### config.mk
export PLATFORM = sky130hd
export DESIGN_NAME = mem_bus_decoder
export DESIGN_NICKNAME = d
export VERILOG_FILES = /design/src/rtl/mem_bus_decoder.sv
export SDC_FILE = /design/constraint.sdc
export NUM_CORES = 1
export LEC_CHECK = 0
export CAP_MARGIN = 20
export CELL_PAD_IN_SITES_DETAIL_PLACEMENT = 1
export CELL_PAD_IN_SITES_GLOBAL_PLACEMENT = 1
export CORE_MARGIN = 1.5
export CORE_UTILIZATION = 42
export DETAILED_ROUTE_END_ITERATION = 6
export DONT_BUFFER_PORTS = 1
export GPL_TIMING_DRIVEN = 0
export PLACE_DENSITY_LB_ADDON = 0.1
export SETUP_SLACK_MARGIN = 0.15
export SYNTH_ARGS = -nofsm -noshare
export SYNTH_HDL_FRONTEND = slang
export SYNTH_SLANG_ARGS = --single-unit
### constraint.sdc
create_clock -name clk -period 2.5 [get_ports clk]
set_clock_uncertainty 0.2 [all_clocks]
set_input_delay 0.125 -clock clk [delete_from_list [all_inputs] [get_ports clk]]
set_output_delay 0.125 -clock clk [all_outputs]
set_load 0.02 [all_outputs]
### src/rtl/mem_bus_decoder.sv
// mem_bus_decoder: routes one core valid/ready memory port to N_SLAVES slaves
// by an address selector field. Unmapped addresses and requests that wait too
// long get a one-cycle error response. A saturating counter tracks how many
// error responses have been returned. Address, write data and strobes are
// broadcast to the slaves outside this block; only valid, ready and rdata
// pass through here.
module mem_bus_decoder #(
    parameter int unsigned N_SLAVES = 2,
    parameter int unsigned SEL_HI   = 31,
    parameter int unsigned SEL_LO   = 24,
    parameter logic [N_SLAVES*(SEL_HI-SEL_LO+1)-1:0] SLAVE_SEL = {8'h01, 8'h00},
    parameter int unsigned TIMEOUT  = 64,
    parameter logic [31:0] ERR_DATA = 32'hDEADBEEF
) (
    input  logic                     clk,
    input  logic                     rst,
    input  logic                     mem_valid,
    input  logic [31:0]              mem_addr,
    output logic                     mem_ready,
    output logic [31:0]              mem_rdata,
    output logic                     bus_err,
    output logic [15:0]              err_count,
    output logic [N_SLAVES-1:0]      s_valid,
    input  logic [N_SLAVES-1:0]      s_ready,
    input  logic [N_SLAVES*32-1:0]   s_rdata
);

    localparam int unsigned SELW  = SEL_HI - SEL_LO + 1;
    localparam int unsigned CNT_W = (TIMEOUT > 2) ? $clog2(TIMEOUT) : 1;
    localparam bit          TO_EN = (TIMEOUT != 0);
    // Counter value seen in the last wait cycle before a timeout fires
    localparam logic [CNT_W-1:0] CNT_LAST = (TIMEOUT == 0) ? '0 : CNT_W'(TIMEOUT - 1);

    typedef enum logic [0:0] {
        ST_IDLE = 1'b0,
        ST_ERR  = 1'b1
    } state_e;

    state_e            state_q, state_d;
    logic [CNT_W-1:0]  wait_cnt_q, wait_cnt_d;
    logic [15:0]       err_count_q, err_count_d;

    logic [SELW-1:0]     sel_field;
    logic [N_SLAVES-1:0] match;
    logic [N_SLAVES-1:0] onehot;
    logic                hit;
    logic [31:0]         slave_rdata;

    // Only the selector bits of the address are decoded here
    logic unused_addr;
    assign unused_addr = ^mem_addr;

    // Compare the selector field against every slave's programmed value
    always_comb begin
        sel_field = mem_addr[SEL_HI:SEL_LO];
        match     = '0;
        for (int unsigned i = 0; i < N_SLAVES; i++) begin
            match[i] = (sel_field == SLAVE_SEL[i*SELW +: SELW]);
        end
    end

    // Priority pick: lowest matching index wins so duplicates never double-select
    always_comb begin
        onehot = '0;
        hit    = 1'b0;
        for (int unsigned i = 0; i < N_SLAVES; i++) begin
            if (match[i] && !hit) begin
                onehot[i] = 1'b1;
                hit       = 1'b1;
            end
        end
    end

    // Read data of the selected slave, zero when nothing matches
    always_comb begin
        slave_rdata = '0;
        for (int unsigned i = 0; i < N_SLAVES; i++) begin
            if (onehot[i]) begin
                slave_rdata = slave_rdata | s_rdata[i*32 +: 32];
            end
        end
    end

    // Next state, wait counter, error counter and the combinational port outputs
    always_comb begin
        state_d     = state_q;
        wait_cnt_d  = wait_cnt_q;
        err_count_d = err_count_q;
        s_valid     = '0;
        mem_ready   = 1'b0;
        mem_rdata   = '0;
        bus_err     = 1'b0;

        case (state_q)
            ST_IDLE: begin
                // Outputs are gated by rst so a reset drops them without waiting for a clock
                if (!rst) begin
                    s_valid   = {N_SLAVES{mem_valid}} & onehot;
                    mem_ready = |(s_valid & s_ready);
                    mem_rdata = hit ? slave_rdata : 32'h0;
                end

                // Count cycles a live request has waited without a response
                if (!mem_valid || mem_ready) begin
                    wait_cnt_d = '0;
                end else if (wait_cnt_q != '1) begin
                    wait_cnt_d = wait_cnt_q + CNT_W'(1);
                end

                if (mem_valid && !hit) begin
                    state_d = ST_ERR;
                end else if (TO_EN && mem_valid && !mem_ready && (wait_cnt_q == CNT_LAST)) begin
                    state_d = ST_ERR;
                end
            end

            ST_ERR: begin
                if (!rst) begin
                    mem_ready = 1'b1;
                    mem_rdata = ERR_DATA;
                    bus_err   = 1'b1;
                end
                wait_cnt_d = '0;
                if (err_count_q != 16'hFFFF) begin
                    err_count_d = err_count_q + 16'd1;
                end
                state_d = ST_IDLE;
            end

            default: begin
                state_d    = ST_IDLE;
                wait_cnt_d = '0;
            end
        endcase
    end

    // State and counter registers with asynchronous reset
    always_ff @(posedge clk or posedge rst) begin
        if (rst) begin
            state_q     <= ST_IDLE;
            wait_cnt_q  <= '0;
            err_count_q <= '0;
        end else begin
            state_q     <= state_d;
            wait_cnt_q  <= wait_cnt_d;
            err_count_q <= err_count_d;
        end
    end

    assign err_count = err_count_q;

endmodule

* Word-level counts from Yosys, hierarchy flattened
Index checks and enable logic that the tools add are counted.
** Storage, ports and cells
- Register bits after elaboration :: 23
- Output and inout port bits :: 52
- Input bits :: 101
** Cells by class
- Multiplexer cells :: 22
- Equality and inequality tests :: 5
- Reductions and logical operators :: 12
- Bitwise gates (word level) :: 4
- Add/subtract/negate cells :: 2
** Operators by type and width (count)
- 32-bit 2-to-1 mux :: 5
- 32-bit case mux with 2 select lines :: 1
- 32-bit bitwise OR :: 1
- 16-bit by 1-bit adder with 16-bit output (second input constant) :: 1
- 16-bit != test (second input constant) :: 1
- 6-bit 2-to-1 mux :: 2
- 6-bit case mux with 2 select lines :: 1
- 1-bit 2-to-1 mux :: 9
- 8-bit by 1-bit equality test with 1-bit output (second input constant) :: 1
- 8-bit logical NOT :: 1
- 6-bit by 1-bit adder with 6-bit output (second input constant) :: 1
- 6-bit equality test (second input constant) :: 1
- 6-bit != test (second input constant) :: 1
- 2-bit bitwise AND :: 2
- 1-bit logical AND :: 4
- 1-bit logical NOT :: 4
- 2-bit 2-to-1 mux :: 2
- 1-bit case mux with 2 select lines :: 2
- 3-bit != test (second input constant) :: 1
- 2-bit AND reduction :: 1
- 2-bit OR reduction :: 1
- 1-bit logical OR :: 1
- 1-bit NOT :: 1

* Depth between registers and ports, before layout
Gate-level depths: netlist of the first run.
- Depth in word-level cells :: 16
- Mapped depth :: 6

* Worst setup path before layout of the first run
No wires, ideal clock.
- Path kind :: reg2reg
- Start point :: register err_count_q[0] (netlist: err_count[0])
- End point :: register err_count_q[1] (netlist: err_count[1])
- Setup time :: 0.125 ns
- Stages on the path, launching flop included :: 5
- Period minus slack after synthesis :: 2.095 ns
- Path slack :: 0.405 ns
- Arrival time :: 1.770 ns
- Cell sequence :: dfrtp_1 -> ha_1 -> nand4_4 -> o41ai_4 -> mux2_4
** Between the ends
- Word-level cells in the longest chain between the ends :: 2
- Elaborated cells between the ends (all ways) :: 3
** Ends and longest elaborated chain
- start, declared :: line 41 : logic [15:0] err_count_q, err_count_d;
- start signal, assigned :: line 146 : err_count_q <= err_count_d;
- branches (longest 2 deep; another with 16-bit by 1-bit adder with 16-bit output)
Parallel ways; which one is timed is not known.
A chain may end at the register's enable or synchronous reset.

* Final worst setup path of the first run
Same ends and word-level chain as after synthesis.

==> flow_metrics.tcl, run 1 <==
set metrics [dict create \
    run_status "finished, final reports clean" \
    cts_tree "yes" \
    commonest_register_cell_after_synthesis "sky130_fd_sc_hd__dfrtp_1" \
    post_cts_setup_buffers 0 \
    drv_cap 0 \
    cts_bufs_inserted 3 \
    dieArea_sq_um 4880 \
    die_y_um 69.9 \
    timing.critical_path.to_type "flip-flop" \
    synth.net_count 319 \
    worst-endpoint-required_ps 2460 \
    place.detailed.hpwl_um 4380 \
    post-route-util 0.463 \
    critical_path.top_delay_family "compound AO/OA/AOI/OAI gates" \
    yosysMostFrequentCell "sky130_fd_sc_hd__nor2_1" \
    timing.setup.tns_ps 0 \
    clockBufferDepth 2 \
    layout_cells_sized_above_1 0.190 \
    power_leakage_nw 0.879 \
    slowest_stage "sky130_fd_sc_hd__o41ai_4" \
    critical_path.cell_chain "ha_1 > nand4_4 > o41ai_4 > mux2_4" \
    yosysTopAreaCell "sky130_fd_sc_hd__dfrtp_1" \
    routed_via_count 1644 \
    synth.ff_latch_count 23 \
    start_kind "flip-flop" \
    fp-row-count 24 \
    report.final.setup_viol 0 \
    worst-r2r-setup-slack_ps 290 \
    fp.coreArea_sq_um 4320 \
    yosys.cell_types.count 37 \
    route.detailed.drc 0 \
    count_of_flip_flops_with_a_built_in_enable_after_synthesis 0 \
    die_width_um 69.9 \
    synth_top_cells_by_count "41 x sky130_fd_sc_hd__nor2_1, 27 x sky130_fd_sc_hd__a21oi_1, 25 x sky130_fd_sc_hd__mux2_2" \
    peakVddDrop_v 0.000397 \
    synth.top_cells.by_area "sky130_fd_sc_hd__dfrtp_1 31%, sky130_fd_sc_hd__mux2_2 15%, sky130_fd_sc_hd__nor2_1 8.2%" \
    rsz0062_at_grt "false" \
    detail_route.wl_per_cell_um 19.6 \
    worst-endpoint-arrival_ps 2170 \
    timing.final.hold_violations 0 \
    initial_core_utilization 0.435 \
    peak_usage_layer_in_the_global_routing_report "met2" \
    worst_path_depth 4 \
    period_minus_slack_ps 2210 \
    detail_route.wirelength_um 5350 \
    worstRegToRegCells 4 \
    grt_max_degree 25 \
    yosys_warnings 0 \
    critical-path-max-stage-delay_ps 560 \
    clk_pin_slew_worst_paths_ps 80 \
    antennaDiodeCount 0 \
    fin_worst_hold_slack_ps 6.51 \
    post-synth-top-area-fraction 0.306 \
    final.setup.worst_slack_ps 289 \
    preCtsSetupSlack_ps 152 \
    layout.cell_area.non_filler_sq_um 2000 \
    finish.net_count 325 \
    post-route-period-util 0.884 \
    global_route.overflow_total 0 \
    cts-htree-levels 1 \
    timing.critical_path.buf_inv 0 \
    detailed_place.area_sq_um 1940 \
    detailed_routing_iteration_count_for_the_pre_antenna_repair_pass 4 \
    areal_power_density_over_the_cells_nw_per_um2 536 \
    timing.final.max_slew_violations 0 \
    max_freq_mhz 452 \
    area_delta_synth_final_pct 6.46 \
    pin_count 153 \
    critPathMaxFanout 7 \
    global_routing_usage_on_met1 0.252 \
    antenna_violating_nets_post_route 0 \
    later_pin_clock_latency_in_the_skew_report_ps 270 \
    numClockSinks 23 \
    synth-async-reset-ratio 1.00 \
    dr.first_iter.drc_count 53 \
    synth.avg_cell_area_sq_um 8.70 \
    all_layer_gr_usage 0.210 \
    critical_path_class "flip-flop to flip-flop" \
    buffer_ports.inserted 0 \
    worstMarginPinSlew_ps 1030 \
    grt_first_pass_wirelength_um 8290 \
    grtUsageMet3 0.0519 \
    cts_root_buffer_type "sky130_fd_sc_hd__clkbuf_8" \
    ys_seq_area_frac 0.306 \
    vias_per_cell 6.02 \
    relative_slew_margins 0.303 \
    syn_area_sq_um 1880 \
    number_of_antenna_violations_at_the_first_check_in_global_routing 0 \
    place.gp.congestion 0.827 \
    netlist_instances 216 \
    grt_pass1_vias 1712 \
    grt_use_met2 0.374 \
    hp-class "primary input to async pin" \
]
-- placed cells by master, fill, tap and decap left out, types with 2 or more instances in the layout --
master / instances
sky130_fd_sc_hd__nand4_1: 5
sky130_fd_sc_hd__inv_1: 2
sky130_fd_sc_hd__and4_1: 3
sky130_fd_sc_hd__nand2b_1: 2
sky130_fd_sc_hd__buf_2: 6
sky130_fd_sc_hd__clkbuf_8: 3
sky130_fd_sc_hd__xor2_1: 13
sky130_fd_sc_hd__clkbuf_1: 5
sky130_fd_sc_hd__ha_1: 2
sky130_fd_sc_hd__mux2i_1: 10
sky130_fd_sc_hd__a31oi_1: 2
sky130_fd_sc_hd__nor4b_1: 2
sky130_fd_sc_hd__a21oi_1: 27
sky130_fd_sc_hd__nand4_4: 2
sky130_fd_sc_hd__nor3_1: 7
sky130_fd_sc_hd__o21bai_1: 2
sky130_fd_sc_hd__nand2_1: 7
sky130_fd_sc_hd__nor4_1: 5
sky130_fd_sc_hd__nand3_1: 6
sky130_fd_sc_hd__clkbuf_2: 2
sky130_fd_sc_hd__buf_1: 3
sky130_fd_sc_hd__mux2_2: 25
sky130_fd_sc_hd__dfrtp_1: 23
sky130_fd_sc_hd__nor2_1: 41
sky130_fd_sc_hd__xnor2_1: 2
-- stage by stage --
step                std cells  power (W)
floorplan                 216   0.000790
global placement          268   0.000834
detailed placement        268   0.000856
CTS                       273    0.00109
global route              273    0.00113
finish                    273    0.00107
-- registers in the layout, summed over array words and instances (netlist names) --
register / count
state_q: 1
wait_cnt_q: 6
err_count: 16
-- power breakdown --
part / total (W) / switching, W / leakage [nW] / internal [W]
Clock: 0.000229 / 0.000115 / 0.0228 / 0.000114
Combinational: 0.000273 / 0.000154 / 0.548 / 0.000119
Sequential: 0.000571 / 0.000151 / 0.308 / 0.000420
-- routing by layer --
metal  up-vias  routed length [um]
met5         -                   0
met4         0                  69
met3         7                 364
met2        71                2690
met1       787                2220
li1        779                   -
-- cells by family after synthesis --
logic type / after synthesis / share of synthesized area
xor+xnor: 15 / 0.0699
buf+inv: 17 / 0.0386
compound gates: 34 / 0.108
flops: 23 / 0.306
fa+ha+maj: 2 / 0.0133
simple gates: 89 / 0.253
mux: 36 / 0.211
-- layout make-up --
cell class                 instances  area, sq um
buffer                            15         66.3
sequential                        23          576
clock buffer                       4         45.0
inverter                           2         7.51
multi-input combinational        176         1230
timing repair buffer               1         10.0
fill                             506         2320
tap                               52         65.1
-- final timing paths --
path,from,end
setup / recovery,err_count[0],err_count[1]
hold / removal,rst,err_count[5]
setup reg to reg,err_count[0],err_count[1]
hold reg to reg,wait_cnt_q[1],wait_cnt_q[1]
max in group asynchronous,rst,wait_cnt_q[2]
min in group clk,s_ready[0],state_q
-- timing repair --
item | in CTS | in global routing
hold buffers | 1 | 0
gates resized for setup | 0 | 2
hold endpoints to repair | 1 | 0
endpoints found under the setup margin | 0 | 24
Power figures use the tool's default switching activity.
==> inputs of run 2 (changes only) <==
Settings changed: ABC_AREA set to 1, CORE_UTILIZATION 42 to 39, HOLD_SLACK_MARGIN set to 0.1, SKIP_CTS_REPAIR_TIMING set to 1.
==> run 2 against run 1 <==
  * Largest cell class unchanged
  * First-iteration DRC count is 13% higher
  * Total power is 8.8% lower
  * Critical endpoint is now s_valid[0]
  * Combinational power is 20% lower
  * Critical path type is now flip-flop to output port
  * Sequential power is 10% lower
  * Highest routed layer unchanged
==> flow_metrics.tcl, run 2 <==
set metrics [dict create \
    sequentialPowerShare 0.524 \
    yosys.cell_types.count 25 \
    routed_via_count 2246 \
    peakVddDrop_v 0.000377 \
    synth.avg_cell_area_sq_um 5.74 \
    cell_internal_pwr_w 0.000593 \
    timing.final.max_slew_violations 0 \
    antenna_violating_nets_post_route 0 \
    ys_seq_area_frac 0.278 \
    cts-htree-levels 1 \
    area_delta_synth_final_pct 8.10 \
    synth.ff_latch_count 23 \
    synth_top_cells_by_count "165 x sky130_fd_sc_hd__nand2_1, 46 x sky130_fd_sc_hd__inv_1, 35 x sky130_fd_sc_hd__nand3_1" \
    place.detailed.hpwl_um 4850 \
    detail_route.wirelength_um 6070 \
    slowest_stage "sky130_fd_sc_hd__nor3_1" \
    netlist_instances 361 \
    worst-endpoint-arrival_ps 1820 \
    cts_bufs_inserted 3 \
    worst-endpoint-required_ps 2170 \
    grt_first_pass_wirelength_um 9000 \
    pin_count 153 \
    relative_slew_margins 0.485 \
    global_route.overflow_total 0 \
    fp-row-count 26 \
    number_of_antenna_violations_at_the_first_check_in_global_routing 0 \
    critical_path_class "flip-flop to output port" \
    syn_area_sq_um 2070 \
    largest_register_ff_count 16 \
    vias_per_cell 5.13 \
    clk_pin_slew_worst_paths_ps 90 \
    die_width_um 75.9 \
    fp.coreArea_sq_um 5110 \
    mostFrequentLayoutCell "sky130_fd_sc_hd__nand2_1" \
    detail_route.wl_per_cell_um 13.9 \
    cts_root_buffer_type "sky130_fd_sc_hd__clkbuf_8" \
    yosys_warnings 0 \
    grt_pass1_vias 1950 \
    cts_tree "yes" \
    buffer_ports.inserted 0 \
    hp-class "primary input to flip-flop" \
    mostFrequentLayoutCells "165 x sky130_fd_sc_hd__nand2_1, 46 x sky130_fd_sc_hd__inv_1, 35 x sky130_fd_sc_hd__nand3_1" \
    count_of_flip_flops_with_a_built_in_enable_after_synthesis 0 \
    synth.net_count 464 \
    power_frac_comb 0.224 \
    max_freq_mhz 466 \
    clockBufferDepth 2 \
    route.detailed.drc 0 \
    total_power_w 0.000978 \
    place.gp.congestion 0.787 \
    commonest_register_cell_after_synthesis "sky130_fd_sc_hd__dfrtp_1" \
    timing.final.hold_violations 0 \
    numClockSinks 23 \
    clockPowerShare 0.252 \
    dr.first_iter.drc_count 60 \
    die_y_um 75.9 \
    areal_power_density_over_the_cells_nw_per_um2 437 \
    timing.setup.tns_ps 0 \
    detailed_routing_iteration_count_for_the_pre_antenna_repair_pass 4 \
    post-synth-top-area-fraction 0.299 \
    yosysTopAreaCell "sky130_fd_sc_hd__nand2_1" \
    rsz0062_at_grt "false" \
    drv_cap 0 \
    power_leakage_nw 1.19 \
    worstMarginPinSlew_ps 772 \
    run_status "finished, final reports clean" \
    report.final.setup_viol 0 \
    start_kind "flip-flop" \
    grt_max_degree 33 \
    critPathMaxFanout 10 \
    critical_path.cell_chain "inv_2 > nand2_1 > nor3_1" \
    timing.critical_path.to_type "output port" \
    power.switching_fraction 0.394 \
    antennaDiodeCount 0 \
    all_layer_gr_usage 0.204 \
    later_pin_clock_latency_in_the_skew_report_ps 270 \
    finish.net_count 472 \
    synth.top_cells.by_area "sky130_fd_sc_hd__nand2_1 30%, sky130_fd_sc_hd__dfrtp_1 28%, sky130_fd_sc_hd__nand3_1 8.5%" \
    initial_core_utilization 0.405 \
    dieArea_sq_um 5760 \
    power.net_switching_w 0.000385 \
    post-route-period-util 0.859 \
    period_minus_slack_ps 2150 \
    fillCellCount 746 \
    layout_cells_sized_above_1 0.0652 \
    critical-path-max-stage-delay_ps 640 \
    synth-async-reset-ratio 1.00 \
    yosysMostFrequentCell "sky130_fd_sc_hd__nand2_1" \
]
run 2: power groups by stage:
stage | registers, W | logic [W] | clock network (W)
detailed placement | 0.000519 | 0.000220 | 0
finish | 0.000512 | 0.000219 | 0.000247
CTS | 0.000512 | 0.000220 | 0.000258
global route | 0.000520 | 0.000251 | 0.000265
global placement | 0.000517 | 0.000209 | 0
floorplan | 0.000501 | 0.000178 | 0
run 2: per-layer routing:
layer | part of all wire | vias to the layer above | track usage
met5 | 0 | - | 0
met1 | 0.42 | 1051 | 0.237
met4 | 0.018 | 0 | 0.0754
met3 | 0.080 | 11 | 0.0516
met2 | 0.48 | 69 | 0.360
li1 | - | 1115 | -
run 2: final cells by class:
class                      instances  area [sq um]  share of cell area
timing repair buffer               3          30.0              0.0134
sequential                        23           576               0.257
multi-input combinational        276          1240               0.556
clock inverter                     1          7.51             0.00335
inverter                          49           184              0.0822
clock buffer                       3          41.3              0.0184
tap                               70          87.6              0.0391
buffer                            13          67.6              0.0302
run 2: worst paths after layout:
check | from | endpoint | slack (ps) | cells past startpoint
setup reg to reg | err_count[0] | err_count[7] | 400 | 7
max in group asynchronous | rst | err_count[8] | 1170 | 3
hold / removal | s_ready[1] | wait_cnt_q[5] | 130 | 5
hold reg to reg | wait_cnt_q[1] | wait_cnt_q[1] | 360 | 2
setup / recovery | state_q | s_valid[0] | 350 | 3
min in group asynchronous | rst | wait_cnt_q[4] | 450 | 3
run 2: cell families (layout without fill, tap and decap cells):
logic type / Yosys count / in the layout / synth area share
xor+xnor: 12 / 12 / 0.0508
mux: 1 / 1 / 0.00483
compound gates: 16 / 16 / 0.0405
buf+inv: 62 / 69 / 0.121
fa+ha+maj: 2 / 2 / 0.0121
simple gates: 245 / 245 / 0.493
flops: 23 / 23 / 0.278
run 2: critical path, delay by kind of cell, from the launching register on:
kind / cells / cell delay, ps
flops: 1 / 450
buf+inv: 1 / 190
simple gates: 2 / 890
run 2: metrics by stage:
| stage | worst slack (ps) | hold slack (ps) | std cells | instance area, sq um | utilization |
|---|---|---|---|---|---|
| finish | 352 | 133 | 438 | 2240 | 0.438 |
| global route | 155 | 137 | 438 | 2240 | 0.438 |
| floorplan | 674 | 130 | 361 | 2070 | - |
| detailed placement | 377 | 135 | 431 | 2160 | 0.423 |
| global placement | 257 | 135 | 431 | 2160 | 0.423 |
| CTS | 293 | -108 | 435 | 2210 | 0.432 |
==> inputs of run 3 (changes only) <==
Settings changed: PLACE_DENSITY set to 0.81, PLACE_DENSITY_LB_ADDON 0.1 to unset, SLEW_MARGIN set to 10.
==> run 3 against run 2 <==
  * Die area unchanged
  * Sequential power about the same
  * Fmax up 0.66%
  * Via count about the same
  * Critical path type is now flip-flop to flip-flop
  * Critical endpoint is now state_q
  * Largest power group unchanged
  * Highest routed layer unchanged
==> flow_metrics.tcl, run 3 (synthesis results as in run 2) <==
set metrics [dict create \
    vias_per_cell 5.13 \
    die_y_um 75.9 \
    largest_register_ff_count 16 \
    clockBufferDepth 2 \
    timing.final.max_slew_violations 0 \
    start_kind "flip-flop" \
    worst-endpoint-required_ps 2510 \
    fp.coreArea_sq_um 5110 \
    place.gp.congestion 0.737 \
    hp-class "primary input to output port" \
    grt_max_degree 33 \
    critPathMaxFanout 5 \
    finish.net_count 472 \
    die_width_um 75.9 \
    later_pin_clock_latency_in_the_skew_report_ps 270 \
    peakVddDrop_v 0.000308 \
    grt_pass1_vias 1975 \
    global_route.overflow_total 0 \
    layout.cell_area.non_filler_sq_um 2240 \
    detailed_place.area_sq_um 2160 \
    initial_core_utilization 0.405 \
    detailed_routing_iteration_count_for_the_pre_antenna_repair_pass 4 \
    timing.final.hold_violations 0 \
    number_of_antenna_violations_at_the_first_check_in_global_routing 0 \
    max_freq_mhz 469 \
    cts_bufs_inserted 3 \
    report.final.setup_viol 0 \
    fillCellCount 740 \
    post-route-period-util 0.853 \
    area_delta_synth_final_pct 7.98 \
    cts_tree "yes" \
    place_inst 431 \
    critical_path_class "flip-flop to flip-flop" \
    mostFrequentLayoutCells "165 x sky130_fd_sc_hd__nand2_1, 46 x sky130_fd_sc_hd__inv_1, 35 x sky130_fd_sc_hd__nand3_1" \
    timing.critical_path.to_type "flip-flop" \
    worstMarginPinSlew_ps 740 \
    sequential_cell_area_sq_um 576 \
    fp-row-count 26 \
    place.detailed.hpwl_um 4890 \
    grt_first_pass_wirelength_um 9090 \
    buffer_ports.inserted 0 \
    timing.setup.tns_ps 0 \
    antenna_violating_nets_post_route 0 \
    period_minus_slack_ps 2130 \
    multi_input_comb_area_sq_um 1240 \
    detail_route.wl_per_cell_um 14.2 \
    dr.first_iter.drc_count 61 \
    pin_count 153 \
    areal_power_density_over_the_cells_nw_per_um2 430 \
    layout_cells_sized_above_1 0.0652 \
    drv_cap 0 \
    detail_route.wirelength_um 6200 \
    worst-endpoint-arrival_ps 2140 \
    route.detailed.drc 0 \
    dieArea_sq_um 5760 \
    preCtsSetupSlack_ps 419 \
    power_leakage_nw 1.19 \
    relative_slew_margins 0.507 \
    antennaDiodeCount 0 \
    final.setup.worst_slack_ps 366 \
    mostFrequentLayoutCell "sky130_fd_sc_hd__nand2_1" \
    all_layer_gr_usage 0.204 \
    clk_pin_slew_worst_paths_ps 90 \
    cts_root_buffer_type "sky130_fd_sc_hd__clkbuf_8" \
    run_status "finished, final reports clean" \
    rsz0062_at_grt "false" \
    routed_via_count 2245 \
    cts-htree-levels 1 \
    post_layout_nonfiller_instances 438 \
    numClockSinks 23 \
]
[run 3: cell types whose count changed in the layout (fill, tap and decap cells not counted), sizes merged]
cell      delta
clkinv       +1
clkinvlp     -1
[run 3: metrics by stage]
step	util	power, W	hold slack, ps
6_report	0.438	0.000961	132
5_1_grt	0.438	0.00103	133
4_1_cts	0.432	0.000980	-102
3_5_place_dp	0.423	0.000732	137
3_3_place_gp	0.423	0.000723	138
2_1_floorplan	-	0.000679	130
[run 3: routing by layer]
metal	vias to the layer above	track usage	routed length [um]
met4	0	0.0496	84
met5	-	0	0
li1	1118	-	-
met2	78	0.372	3010
met1	1040	0.246	2650
met3	9	0.0397	451
[run 3: worst max-delay path: stages, from the launching register on]
cell	delay (ps)
sky130_fd_sc_hd__dfrtp_1	390
sky130_fd_sc_hd__ha_1	180
sky130_fd_sc_hd__nand2_1	60
sky130_fd_sc_hd__inv_1	80
sky130_fd_sc_hd__nand2_1	80
sky130_fd_sc_hd__nor2_1	350
sky130_fd_sc_hd__nand3_1	110
sky130_fd_sc_hd__dlygate4sd3_1	570
sky130_fd_sc_hd__nand2_1	60
[run 3: final cells by class]
type / instances / share of cell area
well taps: 70 / 0.0392
clock buffers: 3 / 0.0185
clock inverters: 1 / 0.00224
flip-flops and latches: 23 / 0.257
plain buffers: 13 / 0.0302
inverters: 49 / 0.0823
multi-input cells: 276 / 0.557
repair buffers: 3 / 0.0134
[run 3: power by group]
| part | switching, W | internal [W] |
|---|---|---|
| Clock | 0.000126 | 0.000111 |
| Combinational | 0.000142 | 0.0000720 |
| Sequential | 0.000104 | 0.000406 |
| Total | 0.000372 | 0.000590 |
[run 3: worst paths after layout]
check | depth (start not counted) | from | slack, ps | endpoint
worst min-delay path | 1 | rst | 130 | bus_err
worst max register to register | 8 | wait_cnt_q[0] | 370 | state_q
min in group asynchronous | 3 | rst | 460 | wait_cnt_q[5]
worst max-delay path | 8 | wait_cnt_q[0] | 370 | state_q
max in group asynchronous | 3 | rst | 1180 | err_count[5]
worst min register to register | 2 | wait_cnt_q[0] | 400 | wait_cnt_q[0]
